## src/rtl/pc_sequencer_if.sv

```systemverilog
// Instruction-fetch and issue bus between pc_sequencer and the RAM/datapath.
interface pc_sequencer_if;
    logic [15:0] instr_addr;
    logic [15:0] instr_rddata;
    logic [15:0] ir;
    logic [15:0] imm;
    logic        issue;
    logic        exec_done;
    logic        cmp_true;
    logic [15:0] rd_data;

    modport master (
        output instr_addr, ir, imm, issue,
        input  instr_rddata, exec_done, cmp_true, rd_data
    );

    modport slave (
        input  instr_addr, ir, imm, issue,
        output instr_rddata, exec_done, cmp_true, rd_data
    );
endinterface

```

## src/rtl/pc_sequencer.sv

```systemverilog
// Fetch/issue controller: owns the PC, fetches 1/2-word instructions, resolves next-PC.
// Optional retired-instruction counter enabled by defining PC_SEQ_RETIRE_CNT_EN.
module pc_sequencer #(
    parameter int unsigned STACK_DEPTH = 4,
    parameter logic [15:0] RESET_PC    = 16'h0000
) (
    input  logic               clk,
    input  logic               reset,
    input  logic               run,
    pc_sequencer_if.master     bus,
    output logic [15:0]        pc,
    output logic               halted,
    output logic               fault
`ifdef PC_SEQ_RETIRE_CNT_EN
    ,
    output logic [31:0]        retired_cnt
`endif
);

    localparam int unsigned IDX_W = $clog2(STACK_DEPTH);
    localparam int unsigned SP_W  = $clog2(STACK_DEPTH + 1);

    typedef enum logic [2:0] {
        S_IDLE, S_FETCH, S_WORD1, S_WORD2, S_ISSUE, S_EXEC, S_HALT
    } state_t;

    state_t            state_q, state_d;
    logic [15:0]       pc_q, pc_d;
    logic [15:0]       addr_q, addr_d;
    logic [15:0]       ir_q, ir_d;
    logic [15:0]       imm_q, imm_d;
    logic              issue_q, issue_d;
    logic              halted_q, halted_d;
    logic              fault_q, fault_d;
    logic [SP_W-1:0]   sp_q, sp_d;
    logic [15:0]       stack_q [STACK_DEPTH];
    logic              stack_we;
    logic [IDX_W-1:0]  stack_widx;
    logic              retire;
    logic              resolve;

    // CAL is always 2 words; its type bit is set anyway, the explicit test keeps intent clear.
    function automatic logic two_word(input logic [15:0] w);
        return (w[15:11] == 5'b00001) || w[11];
    endfunction

    logic        is_stp, is_cal, is_rtn, is_cmp, is_jmp;
    logic [15:0] len_q;

    assign is_stp = (ir_q[15:11] == 5'b11111);
    assign is_cal = (ir_q[15:11] == 5'b00001);
    assign is_rtn = (ir_q[15:11] == 5'b11100);
    assign is_cmp = (ir_q[15:12] == 4'b0001);
    assign is_jmp = (ir_q[15:12] == 4'b0010);
    assign len_q  = two_word(ir_q) ? 16'd2 : 16'd1;

    always_comb begin
        state_d    = state_q;
        pc_d       = pc_q;
        addr_d     = addr_q;
        ir_d       = ir_q;
        imm_d      = imm_q;
        issue_d    = 1'b0;
        halted_d   = halted_q;
        fault_d    = fault_q;
        sp_d       = sp_q;
        stack_we   = 1'b0;
        stack_widx = IDX_W'(sp_q);
        retire     = 1'b0;
        resolve    = 1'b0;

        case (state_q)
            S_IDLE: begin
                if (run) state_d = S_FETCH;
            end
            // Second-word address is presented speculatively so a 2-word fetch costs one extra cycle.
            S_FETCH: begin
                addr_d  = pc_q + 16'd1;
                state_d = S_WORD1;
            end
            S_WORD1: begin
                ir_d = bus.instr_rddata;
                if (two_word(bus.instr_rddata)) begin
                    state_d = S_WORD2;
                end else begin
                    imm_d   = 16'h0000;
                    issue_d = 1'b1;
                    state_d = S_ISSUE;
                end
            end
            S_WORD2: begin
                imm_d   = bus.instr_rddata;
                issue_d = 1'b1;
                state_d = S_ISSUE;
            end
            S_ISSUE: begin
                if (is_stp) begin
                    retire   = 1'b1;
                    halted_d = 1'b1;
                    addr_d   = pc_q;
                    state_d  = S_HALT;
                end else if (bus.exec_done) begin
                    retire  = 1'b1;
                    resolve = 1'b1;
                end else begin
                    state_d = S_EXEC;
                end
            end
            S_EXEC: begin
                if (bus.exec_done) begin
                    retire  = 1'b1;
                    resolve = 1'b1;
                end
            end
            S_HALT: begin
                if (run) begin
                    halted_d = 1'b0;
                    pc_d     = pc_q + 16'd1;
                    addr_d   = pc_q + 16'd1;
                    state_d  = S_FETCH;
                end
            end
            default: state_d = S_IDLE;
        endcase

        // Next-PC resolution; stack faults park in HALT with pc unchanged.
        if (resolve) begin
            state_d = S_FETCH;
            if (is_jmp) begin
                pc_d = ir_q[11] ? imm_q : bus.rd_data;
            end else if (is_cmp) begin
                pc_d = pc_q + len_q + (bus.cmp_true ? 16'(ir_q[1:0]) : 16'd0);
            end else if (is_cal) begin
                if (sp_q == SP_W'(STACK_DEPTH)) begin
                    fault_d  = 1'b1;
                    halted_d = 1'b1;
                    state_d  = S_HALT;
                end else begin
                    stack_we = 1'b1;
                    sp_d     = sp_q + SP_W'(1);
                    pc_d     = imm_q;
                end
            end else if (is_rtn) begin
                if (sp_q == '0) begin
                    fault_d  = 1'b1;
                    halted_d = 1'b1;
                    state_d  = S_HALT;
                end else begin
                    sp_d = sp_q - SP_W'(1);
                    pc_d = stack_q[IDX_W'(sp_q - SP_W'(1))];
                end
            end else begin
                pc_d = pc_q + len_q;
            end
            addr_d = pc_d;
        end
    end

    always_ff @(posedge clk) begin
        if (reset) begin
            state_q  <= S_IDLE;
            pc_q     <= RESET_PC;
            addr_q   <= RESET_PC;
            ir_q     <= '0;
            imm_q    <= '0;
            issue_q  <= 1'b0;
            halted_q <= 1'b0;
            fault_q  <= 1'b0;
            sp_q     <= '0;
        end else begin
            state_q  <= state_d;
            pc_q     <= pc_d;
            addr_q   <= addr_d;
            ir_q     <= ir_d;
            imm_q    <= imm_d;
            issue_q  <= issue_d;
            halted_q <= halted_d;
            fault_q  <= fault_d;
            sp_q     <= sp_d;
        end
    end

    // Stack entries above sp are dead, so the array itself needs no reset.
    always_ff @(posedge clk) begin
        if (!reset && stack_we) stack_q[stack_widx] <= pc_q + 16'd2;
    end

`ifdef PC_SEQ_RETIRE_CNT_EN
    always_ff @(posedge clk) begin
        if (reset)       retired_cnt <= '0;
        else if (retire) retired_cnt <= retired_cnt + 32'd1;
    end
`endif

    assign bus.instr_addr = addr_q;
    assign bus.ir         = ir_q;
    assign bus.imm        = imm_q;
    assign bus.issue      = issue_q;
    assign pc             = pc_q;
    assign halted         = halted_q;
    assign fault          = fault_q;

endmodule

```

## src/flat_wrapper.sv

```systemverilog
// flat-port wrapper written by rule: the top's interface ports become plain ports
module pc_sequencer_flat 
#(
    parameter int unsigned STACK_DEPTH = 4,
    parameter logic [15:0] RESET_PC    = 16'h0000
)
  (clk, reset, run, pc, halted, fault, bus_instr_addr, bus_ir, bus_imm, bus_issue, bus_instr_rddata, bus_exec_done, bus_cmp_true, bus_rd_data);
  pc_sequencer_if bus_i ();
  input  logic clk;
  input  logic reset;
  input  logic run;
  output logic [15:0] pc;
  output logic halted;
  output logic fault;
  output wire logic [$bits(bus_i.instr_addr)-1:0] bus_instr_addr;
  output wire logic [$bits(bus_i.ir)-1:0] bus_ir;
  output wire logic [$bits(bus_i.imm)-1:0] bus_imm;
  output wire logic [$bits(bus_i.issue)-1:0] bus_issue;
  input wire logic [$bits(bus_i.instr_rddata)-1:0] bus_instr_rddata;
  input wire logic [$bits(bus_i.exec_done)-1:0] bus_exec_done;
  input wire logic [$bits(bus_i.cmp_true)-1:0] bus_cmp_true;
  input wire logic [$bits(bus_i.rd_data)-1:0] bus_rd_data;
  assign bus_instr_addr = bus_i.instr_addr;
  assign bus_ir = bus_i.ir;
  assign bus_imm = bus_i.imm;
  assign bus_issue = bus_i.issue;
  assign bus_i.instr_rddata = bus_instr_rddata;
  assign bus_i.exec_done = bus_exec_done;
  assign bus_i.cmp_true = bus_cmp_true;
  assign bus_i.rd_data = bus_rd_data;
  pc_sequencer #(.STACK_DEPTH(STACK_DEPTH), .RESET_PC(RESET_PC)) u_core (.clk(clk), .reset(reset), .run(run), .bus(bus_i), .pc(pc), .halted(halted), .fault(fault));
endmodule
```

## config.mk

```make
export PLATFORM = sky130hd
export DESIGN_NAME = pc_sequencer_flat
export DESIGN_NICKNAME = d
export VERILOG_FILES = /design/src/rtl/pc_sequencer_if.sv /design/src/rtl/pc_sequencer.sv /design/src/flat_wrapper.sv
export SDC_FILE = /design/constraint.sdc
export NUM_CORES = 1
export LEC_CHECK = 0
export CAP_MARGIN = 40
export CELL_PAD_IN_SITES_DETAIL_PLACEMENT = 2
export CELL_PAD_IN_SITES_GLOBAL_PLACEMENT = 2
export CORE_MARGIN = 5
export CORE_UTILIZATION = 34
export CTS_CLUSTER_SIZE = 24
export DETAILED_ROUTE_END_ITERATION = 7
export DONT_BUFFER_PORTS = 1
export GPL_ROUTABILITY_DRIVEN = 1
export PLACE_DENSITY_LB_ADDON = 0.1
export SETUP_SLACK_MARGIN = 0.02
export SLEW_MARGIN = 0
export SYNTH_ARGS = -nofsm -noshare
export SYNTH_HDL_FRONTEND = slang
export SYNTH_SLANG_ARGS = --single-unit
```

## constraint.sdc

```tcl
create_clock -name clk -period 4.1 [get_ports clk]
set_input_delay 0.41 -clock clk [delete_from_list [all_inputs] [get_ports clk]]
set_output_delay 0.41 -clock clk [all_outputs]
set_load 0.01 [all_outputs]
```

# Yosys cells after proc, flatten, opt, wreduce, memory -nomap -nowiden
# Memory sizes are Yosys's and may differ from the RTL's.
# Cells that the tools add are included.
# classes
add_sub_neg,6
n_eq_ne,22
muxes,60
n_bitwise,2
n_reduce_logical,16
# ops
op,count
two-way mux 16 bit,14
one-hot mux 16 bit (3 select lines),1
two-way mux 3 bit,15
adder 16 bit,2
one-hot mux 16 bit (2 select lines),1
two-way mux 1 bit,23
one-hot mux 3 bit (6 select lines),1
adder 16 x 1 -> 16 bit (second input constant),1
adder 16 x 2 -> 16 bit (second input constant),1
== test 3 bit (second input constant),4
AND reduction 6 bit,2
== test 5 x 1 -> 1 bit (second input constant),2
== test 5 bit (second input constant),2
== test 3 x 2 -> 1 bit (second input constant),2
logical NOT 3 bit,2
!= test 2 bit (second input constant),3
!= test 3 x 1 -> 1 bit (second input constant),2
one-hot mux 1 bit (2 select lines),3
AND reduction 3 bit,2
nonzero test 2 bit,3
== test 4 x 1 -> 1 bit (second input constant),1
== test 4 x 2 -> 1 bit (second input constant),1
two-way mux 2 bit,2
!= test 2 x 1 -> 1 bit (second input constant),2
other kinds (12),14
# word_totals
ff_bits,73
ram_bits,64
in_bits,37
out_inout_bits,67
word_cells,116
memories,1
# mem_list
memory,depth,width,rd,rd_clocked_by_memory_dff,write_ports,line_no,source
u_core.stack_q,4,16,1,0,1,pc_sequencer.sv:36,logic [15:0] stack_q [STACK_DEPTH];

# Logic depth before layout (Yosys ltp)
# depth
word_depth,9
ltp_mapped,13
mapped_depth_nobuf,13

# Worst setup path after synthesis
# Ideal clock, no wire load.
# synth_path
kind,reg2reg
start,register u_core.ir_q[11] (netlist: u_core.bus.ir[11])
end,register u_core.addr_q[12] (netlist: u_core.bus.instr_addr[12])
arrival_ns,2.992
required_ns,3.967
setup_slack_ns,0.976
stages_incl_launch_ff,14
path_buffers,0
cell_sequence,dfxtp_1 -> inv_1 -> ha_1 -> inv_1 -> fa_1 -> inv_1 -> fa_1 -> inv_1 -> nor3_1 -> nand2_1 -> nor4_2 -> mux2_1 -> a211oi_2 -> o41ai_2
# synth_via
elab_chain_cells,9
# synth_lines
item,line_no,source
from (decl),pc_sequencer.sv:30,"logic [15:0] ir_q, ir_d;"
from (signal assigned),pc_sequencer.sv:174,ir_q <= ir_d;
branches (longest 9 deep; another with adder 16 bit),-,
to (signal assigned),pc_sequencer.sv:173,addr_q <= addr_d;
to (decl),pc_sequencer.sv:29,"logic [15:0] addr_q, addr_d;"
# Several ways; the timed one is not identified.
# A chain may end at the register's enable or synchronous reset.

# Final worst setup path
# layout_path
start,register u_core.pc_q[1] (netlist: u_core.pc[1])
end,register u_core.addr_q[12] (netlist: u_core.bus.instr_addr[12])
# layout_via
elab_chain_cells,9
# layout_lines
item,line_no,source
from (decl),pc_sequencer.sv:28,"logic [15:0] pc_q, pc_d;"
from (signal assigned),pc_sequencer.sv:172,pc_q <= pc_d;
branches (longest 8 deep; another with adder 16 bit),-,
two-way mux 16 bit (*),pc_sequencer.sv:127,if (resolve) begin
# Mark *: on every way between the ends. The select of a mux whose other input is x is not followed.

==> results.yml <==
run_status:
  outcome: "finished, final reports clean"
synthesis:
  yosysUniqueCellTypes: 82
  ys_ff_latch: 137
  synth_top_area_share_pct: 24.00
  synth_flop_cell: "dfxtp_1"
  synth_area_leaders: "edfxtp_1 24%, dfxtp_1 18%, mux4_2 4.5%, a21oi_1 4.3%, xnor2_1 4.0%"
  syn_avg_cell_area_sq_um: 9.659
  netlist_area_sq_um: 8008
  synth_commonest_cells: "86 x nor2_1, 76 x nand2_1, 73 x dfxtp_1"
  synthCells: 829
  synth_top_area_cell: "edfxtp_1"
  yosysWarningCount: 0
  synth.net_count: 879
  post-synth-top-count-cell: "nor2_1"
  synth-async-reset-ratio_pct: 0
  yosysSeqAreaShare_pct: 42.25
  synth-edff-count: 64
final_layout:
  drive_gt1_share_pct: 12.99
  nets: 853
  instances_no_fill: 1135
  antennaDiodeCount: 0
  area_growth_pct: 10.31
  design_area_sq_um: 8833
die:
  core_area_sq_um: 23330
  die_w_um: 163.5
  rows: 56
  die_h_um: 163.5
  floorplan.initialDensity_pct: 34.32
  dieArea_sq_um: 26720
  io_pins: 104
power:
  peakVddDrop_v: 0.0002297
  cellPowerDensity_nw_per_um2: 385.7
  swShare_pct: 28.96
  p_sw_uw: 986.7
  clkPwrFrac_pct: 47.4
  p_leak_uw: 0.003022
  cell_internal_pwr_uw: 2421
  pwr-share-seq_pct: 44.7
  comb_power_share_pct: 7.9
  p_total_uw: 3407
detailed_routing:
  antenna_left: 0
  drt-total-wl_um: 32830
  routedWlPerCell_um: 28.93
  dr.pass1.iters: 5
  vias: 6779
  remaining_drc_errors: 0
  vias_per_cell: 5.973
  first_iter_violations: 357
timing:
  rsz0062_at_grt: "false"
  relSlewSlack_pct: 32.22
  tns_ns: 0
  finalSetupViolCount: 0
  hold_violations: 0
  final.min_clock_period_ns: 3.517
  tightest_slew_ns: 1.006
  clock_skew_ns: 0.01040
  fmaxAchievable_mhz: 284.4
  drv_slew: 0
  min_period_over_period_pct: 85.77
clock_network:
  cts_tree: "yes"
  cts_resized: 0
  clockBufferDepth: 2
  worstSkewPairLatency_ns: 0.43
  clk_pin_slew_ns: 0.07
  numCtsBuffers: 17
  htree_num_levels: 4
  cts.sinks: 137
  cts-root-buf: "clkbuf_16"
  cts_hold_buf: 0
  post_cts_buffers: 0
worst_hold_path:
  hold_depth: 1
  holdCritPathClass: "in2reg"
  whs_endpoint: "u_core.bus.instr_addr[0]"
  hp-start: "reset"
setup_path:
  cp_common_cell: "inv_1"
  rr_worst_depth: 11
  r2r_slack_ns: 0.58
  slowest_stage: "dfxtp_1"
  worstSetupPathType: "reg2reg"
  path_buf_inv: 3
  end_kind: "flip-flop"
  arrival_ns: 3.81
  cp_cell_sequence: "inv_1 > fa_1 > inv_1 > fa_1 > inv_1 > nor3_1 > nand2_1 > nor4_2 > mux2_1 > a211oi_2 > o41ai_2"
  cp_max_fo: 7
  cp-start-kind: "flip-flop"
  r2r_end: "u_core.bus.instr_addr[12]"
  max_stage_delay_ns: 0.54
  r2r-start: "u_core.pc[1]"
  required_ns: 4.40
  path_delay_family: "simple AND/OR/NAND/NOR gates"
place:
  io_buffers: 0
  gp_congestion: 0.9000
  hpwlAfterDp_um: 24250
  dpl.cell_count: 1103
  place_area_sq_um: 8238
grt:
  grt_pass1_wl_um: 48690
  grt_pass1_vias: 7361
  antenna_found_initial: 1
  grt_max_degree: 79
  track_usage_pct: 24.67
  gr-total-overflow: 0
job:
  maxCapViolations: 0
per-layer routing:
metal	part of all wire (%)	vias up	wire (um)	GRT usage [%]
met5	0	-	0	0
met4	3.2	0	1036	8.387
met3	6.0	46	1984	5.400
met2	49	189	15950	42.17
met1	42	3526	13860	30.89
li1	-	3018	-	-
stage by stage:
stage | utilization, % | hold slack (ns) | worst slack, ns
finish | 37.86 | 0.04286 | 0.5834
global route | 37.86 | 0.03233 | 0.3574
CTS | 37.86 | 0.02929 | 0.5963
detailed placement | 35.31 | 0.4918 | 0.6066
global placement | 35.24 | 0.4873 | 0.7264
floorplan | - | 0.4805 | 0.9757
power groups by stage:
stage / sequential, uW / combinational [uW] / clock, uW
detailed placement: 1550 / 268 / 0
floorplan: 1520 / 214 / 0
CTS: 1520 / 272 / 1650
global route: 1530 / 297 / 1700
global placement: 1550 / 256 / 0
finish: 1520 / 270 / 1620
cells by family (layout without fill, tap and decap cells):
family          count (synthesis)  after routing  synth area share (%)
buf+inv                        82             69                 4.891
simple gates                  287            287                 18.72
fa+ha+maj                      13             13                 2.219
flops                         137            137                 42.25
compound gates                213            213                 18.08
xor+xnor                       61             61                 6.766
mux                            36             36                 7.078
how the worst max path moves through the flow:
stage / startpoint / to / slack [ns] / cells past startpoint
3_3_place_gp: u_core.pc[1] / u_core.bus.instr_addr[12] / 0.73 / 11
5_1_grt: u_core.pc[1] / u_core.bus.instr_addr[12] / 0.36 / 11
6_report: u_core.pc[1] / u_core.bus.instr_addr[12] / 0.58 / 11
4_1_cts: u_core.pc[1] / u_core.bus.instr_addr[12] / 0.60 / 11
2_1_floorplan: u_core.bus.ir[11] / u_core.bus.instr_addr[12] / 0.98 / 13
3_5_place_dp: u_core.pc[1] / u_core.bus.instr_addr[12] / 0.61 / 11
placed cells by master, fill, tap and decap left out, types with 6 or more instances in the layout:
| master | instances |
|---|---|
| nor2_1 | 86 |
| nand2_1 | 76 |
| dfxtp_1 | 73 |
| a21oi_1 | 68 |
| edfxtp_1 | 64 |
| xnor2_1 | 37 |
| o21ai_0 | 26 |
| xor2_1 | 23 |
| nor3_1 | 22 |
| a22oi_1 | 21 |
| buf_4 | 21 |
| nand3_1 | 19 |
| a211oi_1 | 19 |
| clkbuf_16 | 17 |
| mux4_2 | 16 |
| inv_1 | 16 |
| mux2i_1 | 15 |
| o211ai_1 | 11 |
| ha_1 | 11 |
| nand4_1 | 10 |
| and3_1 | 9 |
| and2_1 | 9 |
| nor4_1 | 8 |
| a221oi_1 | 7 |
| nor2b_1 | 7 |
| o22ai_1 | 7 |
| or2_2 | 6 |
| inv_8 | 6 |
layout make-up:
cell class | count | area [sq um]
Inverter | 16 | 60.06
Multi-Input combinational cell | 610 | 4238
Timing Repair Buffer | 21 | 157.7
Sequential cell | 137 | 3383
Fill cell | 2566 | 14500
Clock inverter | 15 | 170.2
Tap cell | 319 | 399.1
Clock buffer | 17 | 425.4
flip-flops by register name, summed over array words and instances, names as in the netlist:
signal	cells
u_core.bus.ir	16
u_core.sp_q	3
u_core.state_q	3
u_core.bus.imm	16
u_core.halted	1
u_core.bus.issue	1
u_core.bus.instr_addr	16
u_core.pc	16
u_core.fault	1
u_core.stack_q	64
worst register-to-register path, cell delays in order (launching register included):
cell      delay [ns]
dfxtp_1         0.54
inv_1           0.20
fa_1            0.50
inv_1           0.14
fa_1            0.29
inv_1           0.11
nor3_1          0.32
nand2_1         0.21
nor4_2          0.32
mux2_1          0.36
a211oi_2        0.28
o41ai_2         0.11
Note: power is estimated with default switching activity, not from simulation.
